$ cat src/rtl/bridge_pkg.sv
// Shared constants and types for the bridge datapath: payload width,
// request-queue depth and the sender FSM state encoding.
package bridge_pkg;

    localparam int WIDTH    = 8;
    localparam int PEND_MAX = 4;

    typedef enum logic {
        IDLE = 1'b0,
        SEND = 1'b1
    } sender_state_t;

    // Bits needed to hold the values 0..maxVal.
    function automatic int cntBits(input int maxVal);
        return (maxVal < 1) ? 1 : $clog2(maxVal + 1);
    endfunction

endpackage

$ cat src/rtl/bridge_req_counter.sv
// Saturating up/down counter holding requests that arrived while a word was
// outstanding; a simultaneous inc and dec leaves the count unchanged.
module bridge_req_counter #(
    parameter int MAX = bridge_pkg::PEND_MAX
) (
    input  logic clk,
    input  logic rst,
    input  logic i_inc,
    input  logic i_dec,
    output logic o_full,
    output logic o_nonzero
);
    import bridge_pkg::*;

    localparam int CW = cntBits(MAX);

    logic [CW-1:0] r_count;
    logic          w_full;
    logic          w_nonzero;

    assign w_full    = (r_count == CW'(MAX));
    assign w_nonzero = (r_count != '0);

    // Increments beyond MAX are dropped rather than wrapping.
    always_ff @(posedge clk) begin
        if (rst) begin
            r_count <= '0;
        end else if (i_inc && !i_dec && !w_full) begin
            r_count <= r_count + 1'b1;
        end else if (i_dec && !i_inc && w_nonzero) begin
            r_count <= r_count - 1'b1;
        end
    end

    assign o_full    = w_full;
    assign o_nonzero = w_nonzero;

endmodule

$ cat src/rtl/bridge_sender.sv
// Valid/ready source: each en pulse requests one sequence-numbered word; requests
// arriving while a word is outstanding are queued and issued back-to-back.
module bridge_sender #(
    parameter int WIDTH    = bridge_pkg::WIDTH,
    parameter int PEND_MAX = bridge_pkg::PEND_MAX
) (
    input  logic             clk,
    input  logic             rst,
    input  logic             en,
    input  logic             ready,
    output logic [WIDTH-1:0] data_out,
    output logic             valid
);
    import bridge_pkg::*;

    sender_state_t    r_state;
    sender_state_t    w_stateNext;
    logic [WIDTH-1:0] r_seq;
    logic [WIDTH-1:0] r_data;
    logic             r_valid;
    logic             w_load;
    logic             w_pendInc;
    logic             w_pendDec;
    logic             w_pendFull;
    logic             w_pendNonzero;

    bridge_req_counter #(
        .MAX(PEND_MAX)
    ) u_pend (
        .clk      (clk),
        .rst      (rst),
        .i_inc    (w_pendInc),
        .i_dec    (w_pendDec),
        .o_full   (w_pendFull),
        .o_nonzero(w_pendNonzero)
    );

    always_ff @(posedge clk) begin
        if (rst) begin
            r_state <= IDLE;
        end else begin
            r_state <= w_stateNext;
        end
    end

    // Queued requests are served before a fresh en; a fresh en that coincides
    // with serving the queue takes the freed slot, so the count nets to zero.
    always_comb begin
        w_stateNext = r_state;
        w_load      = 1'b0;
        w_pendInc   = 1'b0;
        w_pendDec   = 1'b0;
        case (r_state)
            IDLE: begin
                if (en || w_pendNonzero) begin
                    w_load      = 1'b1;
                    w_stateNext = SEND;
                    if (w_pendNonzero) begin
                        w_pendDec = 1'b1;
                        w_pendInc = en;
                    end
                end
            end
            SEND: begin
                if (!ready) begin
                    w_pendInc = en && !w_pendFull;
                end else if (w_pendNonzero) begin
                    w_load    = 1'b1;
                    w_pendDec = 1'b1;
                    w_pendInc = en;
                end else if (en) begin
                    w_load = 1'b1;
                end else begin
                    w_stateNext = IDLE;
                end
            end
            default: begin
                w_stateNext = IDLE;
            end
        endcase
    end

    // data_out only moves on a load, so it holds through stalls and after the
    // final accept.
    always_ff @(posedge clk) begin
        if (rst) begin
            r_valid <= 1'b0;
            r_data  <= '0;
            r_seq   <= '0;
        end else begin
            if (w_load) begin
                r_data <= r_seq;
                r_seq  <= r_seq + 1'b1;
            end
            r_valid <= (w_stateNext == SEND);
        end
    end

    assign data_out = r_data;
    assign valid    = r_valid;

endmodule

$ cat config.mk
export PLATFORM = sky130hd
export DESIGN_NAME = bridge_sender
export DESIGN_NICKNAME = d
export VERILOG_FILES = /design/src/rtl/bridge_pkg.sv /design/src/rtl/bridge_req_counter.sv /design/src/rtl/bridge_sender.sv
export SDC_FILE = /design/constraint.sdc
export NUM_CORES = 1
export LEC_CHECK = 0
export BUFFER_PORTS_ARGS = -buffer_cell sky130_fd_sc_hd__buf_2
export CAP_MARGIN = 25
export CORE_UTILIZATION = 48
export CTS_CLUSTER_DIAMETER = 80
export DETAILED_ROUTE_END_ITERATION = 16
export PLACE_DENSITY_LB_ADDON = 0.1
export RECOVER_POWER = 50
export SLEW_MARGIN = 20
export SYNTH_ARGS = -nofsm -noshare
export SYNTH_HDL_FRONTEND = slang
export SYNTH_SLANG_ARGS = --single-unit
$ cat constraint.sdc
create_clock -name clk -period 1.8 [get_ports clk]
set_input_delay 0.09 -clock clk [delete_from_list [all_inputs] [get_ports clk]]
set_output_delay 0.09 -clock clk [all_outputs]
set_load 0.02 [all_outputs]
== Word level (Yosys, flattened, before mapping) ==
Index checks and enable logic that the tools add are counted.

* Register bits: 20
* Output and inout port bits: 9

* $add $sub $neg: 3
* Equal/unequal tests: 1
* Mux-type cells: 17
* Bitwise operators: 1
* Reductions and logical operators: 11

{| class="wikitable"
|+ Operators with widths
! operator !! number
|-
| $mux W1 || 11
|-
| $add A8 B1 Y8 const B || 1
|-
| $pmux W1 S2 || 4
|-
| $mux W3 || 2
|-
| $logic_and A1 B1 Y1 || 5
|-
| $add A3 B1 Y3 const B || 1
|-
| $eq A3 B3 Y1 const B || 1
|-
| $logic_not A1 Y1 || 3
|-
| $reduce_bool A3 Y1 || 1
|-
| $sub A3 B1 Y3 const B || 1
|-
| $reduce_bool A2 Y1 || 1
|-
| $logic_or A1 B1 Y1 || 1
|-
| $not A1 Y1 || 1
|}

== Longest topological paths before layout ==
Gate-level depths: netlist of run 1.

* Depth in word-level cells: 10
* Depth in mapped cells: 7
* Depth with buffers taken out: 7

== Modules after synthesis ==
Synthesis of run 1 repeated with hierarchy kept, for this count alone.

* Cells, all modules: 105
* Area, all modules: 908.4 µm²

{| class="wikitable"
|+ By module, submodules not included
! module !! times used !! cells an instance !! area an instance (µm²) !! seq. area each (µm²)
|-
| bridge_sender || 1 || 82 || 694.4 || 340.3
|-
| bridge_req_counter || 1 || 23 || 214.0 || 60.1
|}

== Worst setup path before layout of run 1 ==
Ideal clock, no wire load.

* Path type: reg2reg
* Start: reg valid (netlist name)
* End: reg u_pend.r_count[2]
* Library setup time: 0.086 ns
* Arrival: 1.790 ns
* Data required time: 1.714 ns
* Slack: -0.075 ns
* Stages on the path, launching flop included: 8
* Buffers on the path: 1
* Clock period less this slack: 1.875 ns
* Path through: dfxtp_1 > nor2b_1 > buf_2 > nand3_1 > fa_1 > nor4_1 > a311oi_1 > a211oi_1

{| class="wikitable"
|+ RTL lines
! element !! line !! source
|-
| to (signal assigned) || bridge_req_counter.sv:29 || <nowiki>r_count <= r_count + 1'b1;</nowiki>
|-
| to (signal assigned) || bridge_req_counter.sv:31 || <nowiki>r_count <= r_count - 1'b1;</nowiki>
|-
| to (decl) || bridge_req_counter.sv:17 || <nowiki>logic [CW-1:0] r_count;</nowiki>
|}

== Worst setup path in the final report of run 1 ==
* Start: reg u_pend.r_count[0]
* End: reg r_seq[7]

* Cells in the longest elaborated chain, start to end: 4
* Elaborated cells on any way between the ends: 6
* Classes of those cells: mux: 4; reduce/logical: 2

{| class="wikitable"
|+ RTL lines
! element !! line !! source
|-
| $reduce_bool A3 Y1 * || bridge_req_counter.sv:22 || <nowiki>assign w_nonzero = (r_count != '0);</nowiki>
|-
| $mux W1 or $logic_or A1 B1 Y1 (tied branches) || bridge_sender.sv:67, bridge_sender.sv:55 ||
|-
| $mux W1, on equally long branches || bridge_sender.sv:65, bridge_sender.sv:55 ||
|-
| $pmux W1 S2 * || bridge_sender.sv:53 || <nowiki>case (r_state)</nowiki>
|-
| to (signal assigned) || bridge_sender.sv:93 || <nowiki>r_seq <= r_seq + 1'b1;</nowiki>
|-
| to (decl) || bridge_sender.sv:18 || <nowiki>logic [WIDTH-1:0] r_seq;</nowiki>
|}

Every way passes the cells marked *; elsewhere a longest branch is shown, timed or not.
A chain may end at the register's enable or synchronous reset.

==> results of run 1 <==
## worst register-to-register path, delay by kind of cell, from the launching register on
kind,cells,cell delay [ps]
AND/OR/NAND/NOR,3,1010
flip-flops,1,330
buffers and inverters,1,150
AO/OA/AOI/OAI,1,50
## worst paths after layout
path,from,cells after the start,to,slack (ps)
setup / recovery,u_pend.r_count[0],5,r_seq[7],130
hold reg to reg,data_out[5],2,data_out[5],460
setup reg to reg,u_pend.r_count[0],5,r_seq[7],130
hold / removal,rst,2,r_seq[2],180
## final cells by class
cell class / instances / area (um2) / share of cell area [%]
clock buffers: 4 / 36.3 / 3.51
inverters: 1 / 3.75 / 0.363
multi-input cells: 77 / 479 / 46.3
flip-flops and latches: 20 / 402 / 38.8
well taps: 25 / 31.3 / 3.02
repair buffers: 17 / 82.6 / 7.98
## where the power goes
| part | total, W | switching, W | internal [W] |
|---|---|---|---|
| Combinational | 0.000322 | 0.000191 | 0.000131 |
| Sequential | 0.000523 | 0.0000359 | 0.000487 |
| Clock | 0.000261 | 0.000138 | 0.000123 |
| Total | 0.00111 | 0.000365 | 0.000742 |
## per-layer routing
layer	track usage (%)	part of all wire, %	wire length [um]	vias up
met5	0	0	0	-
met4	9.09	1.7	27	0
met3	3.57	2.5	41	4
met2	28.6	50	808	10
met1	24.0	46	755	353
li1	-	-	-	390
## cell families after synthesis
| family | count (synthesis) | share of synthesized area [%] |
|---|---|---|
| adder cells (fa/ha/maj) | 2 | 3.59 |
| AND/OR/NAND/NOR | 50 | 27.6 |
| buffers and inverters | 6 | 4.55 |
| XOR/XNOR | 7 | 6.76 |
| AO/OA/AOI/OAI | 18 | 13.4 |
| flip-flops | 20 | 44.1 |
## repair_timing
item                                    4_1_cts  5_1_grt
endpoints found under the hold margin         0        0
endpoints found under the setup margin        0        1
gates resized for setup                       0        4
buffers inserted                              0        1
## per-stage QoR
| step | hold WS (ps) | setup TNS, ps | setup slack (ps) |
|---|---|---|---|
| global placement | 439 | 0 | 182 |
| finish | 179 | 0 | 133 |
| detailed placement | 446 | 0 | 101 |
| floorplan | 304 | 0 | 32.6 |
| CTS | 170 | 0 | 78.8 |
| global route | 182 | -10.9 | -10.9 |
## sequential cells by signal, summed over array words and instances, names as in the netlist
name,cells
data_out,8
valid,1
r_seq,8
u_pend.r_count,3
## layout by cell type, fill, tap and decap left out, drive strengths merged, types with 2 or more instances in the layout
cell type and count:
nor3b 2, nor2 9, nand3 3, nand4 2
buf 7, a21oi 11, or4 2, dfxtp 20
xnor2 4, nand2 23, clkbuf 14, o31ai 2
xor2 3, nor4 3
==> impl_metrics.json, run 1 <==
{
  "status": "finished, final reports clean",
  "nets": 126,
  "antenna_cells": 0,
  "cts_sinks": 20,
  "htreeDepth": 1,
  "die_w_um": 45.5,
  "nFillCells": 164,
  "core_area_um2": 1750,
  "p_leak_nw": 0.357,
  "synthTopCellsByCount": "nand2_1 (22), dfxtp_1 (20), a21oi_1 (9), nor2_1 (8), xnor2_1 (4)",
  "fp.dieH_um": 45.5,
  "worstPathRequired_ps": 1980,
  "worstMarginPinSlew_ps": 684,
  "slew_headroom_pct": 54.2,
  "path_cells": "buf_4 > or4_1 > nand2_2 > or4_1 > a21oi_2",
  "drc_errors": 0,
  "drt_pass1_iterations": 4,
  "synth_nets": 109,
  "fmax_mhz": 600,
  "clock_latency_ps": 300,
  "stdcell_count": 144,
  "tritoncts": "built",
  "synth_largest_area_cell": "dfxtp_1",
  "grt_usage_pct": 18.3,
  "ys_types": 34,
  "io_buffers": 12,
  "setup_viol": 0,
  "endpoint_kind": "flip-flop",
  "placed_area_um2": 992,
  "dp.cells": 139,
  "antenna_found_initial": 0,
  "hold_buffers": 0,
  "finish.utilization_pct": 59.3,
  "cts_buffer_depth": 2,
  "peakVddDrop_mv": 0.521,
  "drt_iter0_markers": 5,
  "critPathKind": "reg -> reg",
  "globalRouteOverflowTotal": 0,
  "gp_congestion": 0.739,
  "area_delta_synth_final_pct": 14.1,
  "synth-seq-area-share_pct": 44.1,
  "worst-path-buf-inv": 1,
  "grt_pass1_vias": 630,
  "vias": 757,
  "ant_nets": 0,
  "hold_viol": 0,
  "path_max_fanout": 11,
  "cp_top_family": "simple AND/OR/NAND/NOR gates",
  "fin_crit_ps": 1670,
  "async_flop_share_pct": 0,
  "wire_per_inst_um": 11.3,
  "finalCritPeriodShare_pct": 92.6,
  "cts_made_buffers": 3,
  "finalPower_w": 0.00111,
  "synth_area_per_cell_um2": 8.81,
  "synth_area_leaders": "dfxtp_1 (44%), nand2_1 (9.1%), a21oi_1 (5.0%)",
  "synth_cells": 103,
  "final_area_um2": 1030,
  "finClkSkew_ps": 7.97,
  "hold_class": "in -> reg",
  "synthesis.area_um2": 907,
  "drive_gt1_share_pct": 16.8,
  "ys_warn_count": 0,
  "grt_max_degree": 23,
  "slowest_delay_ps": 620,
  "cp-start-kind": "flip-flop",
  "ios": 13,
  "yosysMostFrequentCell": "nand2_1",
  "cts-root-buf": "clkbuf_4",
  "slew_viol_final": 0,
  "initial_core_util_pct": 52.0,
  "die_area_um2": 2070,
  "fp-row-count": 15,
  "p_per_area_nw_per_um2": 1070,
  "clkTransAtPathRegs_ps": 120,
  "synth_top_area_share_pct": 44.1,
  "synth_ff_type": "dfxtp_1",
  "synth-edff-count": 0,
  "synth-seq-cells": 20,
  "maxCapViolCount": 0,
  "viasPerCell": 5.26,
  "grt_pass1_wl_um": 2730,
  "path_common_cell": "or4_1",
  "wl_um": 1630,
  "critPathSlowestCell": "or4_1",
  "dpl.hpwl_um": 1130,
  "cp.arrival_ps": 1850
}
(Power assumes the default switching activity.)
==> inputs of run 2 (changes only) <==
CORE_MARGIN = 3   (was unset)
==> run 2 against run 1 <==
  * Die area increased by 18%
  * Register-to-register slack improved by 50 ps
  * Highest routed layer unchanged
  * First-iteration DRC count decreased by 60%
  * Maximum frequency increased by 3.3%
  * Critical endpoint unchanged
  * Core utilization decreased by 0.42 points
  * Critical path depth unchanged
==> impl_metrics.json, run 2 (synthesis results as in run 1) <==
{
  "finalCritPeriodShare_pct": 89.6,
  "status": "finished, final reports clean",
  "multi_input_area_um2": 474,
  "fp-row-count": 15,
  "clkPwrFrac_pct": 30.3,
  "cts_buffer_depth": 2,
  "clock_latency_ps": 310,
  "htreeDepth": 1,
  "hold_viol": 0,
  "gp_congestion": 0.719,
  "p_switching_w": 0.000362,
  "viasPerCell": 5.20,
  "cp-start-kind": "flip-flop",
  "grt_max_degree": 23,
  "tritoncts": "built",
  "nFillCells": 176,
  "cp.arrival_ps": 1800,
  "setup_viol": 0,
  "slew_headroom_pct": 71.7,
  "worstMarginPinSlew_ps": 424,
  "dpl.hpwl_um": 1120,
  "p_per_area_nw_per_um2": 1160,
  "final_common_cell": "nand2_1",
  "antenna_cells": 0,
  "power_frac_seq_pct": 43.5,
  "final.setup.tns_ps": 0,
  "peakVddDrop_mv": 0.814,
  "ant_nets": 0,
  "wire_per_inst_um": 11.4,
  "dp.cells": 139,
  "p_leak_nw": 0.358,
  "placed_area_um2": 992,
  "fmax_mhz": 620,
  "finClkSkew_ps": 8.24,
  "fp.dieH_um": 49.5,
  "wl_um": 1620,
  "vias": 743,
  "critPathKind": "reg -> reg",
  "endpoint_kind": "flip-flop",
  "die_area_um2": 2450,
  "timing.hold.ws_ps": 181,
  "sw_frac_of_total_pct": 30.1,
  "ios": 13,
  "cts-root-buf": "clkbuf_4",
  "globalRouteOverflowTotal": 0,
  "drt_pass1_iterations": 2,
  "worstPathRequired_ps": 1990,
  "grt_pass1_wl_um": 2830,
  "drc_errors": 0,
  "rsz0062_at_grt": "false",
  "antenna_found_initial": 0,
  "die_w_um": 49.5,
  "nets": 125,
  "clkTransAtPathRegs_ps": 110,
  "regArea_um2": 402,
  "slew_viol_final": 0,
  "fin_crit_ps": 1610,
  "pwr-share-comb_pct": 26.2,
  "cts_made_buffers": 3,
  "grt_pass1_vias": 654,
  "power.internal_w": 0.000839,
  "hold_class": "in -> reg",
  "min_path_cells": 2,
  "io_buffers": 12,
  "cts_sinks": 20,
  "path_max_fanout": 11,
  "drt_iter0_markers": 2,
  "maxCapViolCount": 0,
  "final_cell_mix": "nand2_1 (22), dfxtp_1 (19), clkbuf_1 (10)",
  "stdcell_count": 143,
  "drive_gt1_share_pct": 16.9,
  "final_area_um2": 1040,
  "core_area_um2": 1760,
  "initial_core_util_pct": 51.4,
  "area_delta_synth_final_pct": 14.5,
  "hold_buffers": 0,
  "reg2reg_depth": 5,
  "grt_usage_pct": 15.4
}
-- run 2: changes by cell type in the layout (fill, tap and decap cells not counted), sizes merged --
cell / before / now
buf: 7 / 6
bufinv: 0 / 1
clkbuf: 14 / 13
-- run 2: timing repair --
| item | CTS | global route |
|---|---|---|
| endpoints found under the setup margin | 0 | 1 |
| gates resized for setup | 0 | 2 |
| setup buffers | 0 | 0 |
-- run 2: cell type report --
class                   count  area share [%]
clock buffers               3            2.17
well taps                  25            3.01
inverters                   1           0.361
flip-flops and latches     20            38.7
repair buffers             16            7.23
multi-input cells          77            45.7
clock inverters             1            2.89
-- run 2: through the flow --
step	setup slack [ps]	utilization [%]	power (W)
global route	1.53	58.9	0.00128
detailed placement	121	56.2	0.000847
CTS	106	59.2	0.00121
global placement	187	56.2	0.000839
finish	186	58.9	0.00120
floorplan	32.6	-	0.000769
-- run 2: worst max-delay path, stage by stage (launching register included) --
cell and delay (ps):
dfxtp_1 330, buf_4 150, or4_4 580, nand2_2 210, or4_1 160, a21oi_2 50
-- run 2: final timing paths --
path | from | to | slack, ps
worst max-delay path | u_pend.r_count[0] | r_seq[7] | 190
worst max register to register | u_pend.r_count[0] | r_seq[7] | 190
worst min-delay path | rst | r_seq[3] | 180
worst min register to register | data_out[7] | data_out[7] | 460
-- run 2: power by group through the flow --
stage | Clock, W | Sequential (W) | Combinational (W)
finish | 0.000364 | 0.000522 | 0.000314
global placement | 0 | 0.000531 | 0.000308
global route | 0.000397 | 0.000530 | 0.000354
detailed placement | 0 | 0.000533 | 0.000314
floorplan | 0 | 0.000554 | 0.000215
CTS | 0.000377 | 0.000522 | 0.000315
-- run 2: per-layer routing --
layer | wire, um | global-route usage, %
met1 | 765 | 18.1
met2 | 775 | 24.6
met3 | 51 | 6.34
met4 | 31 | 6.91
met5 | 0 | 0
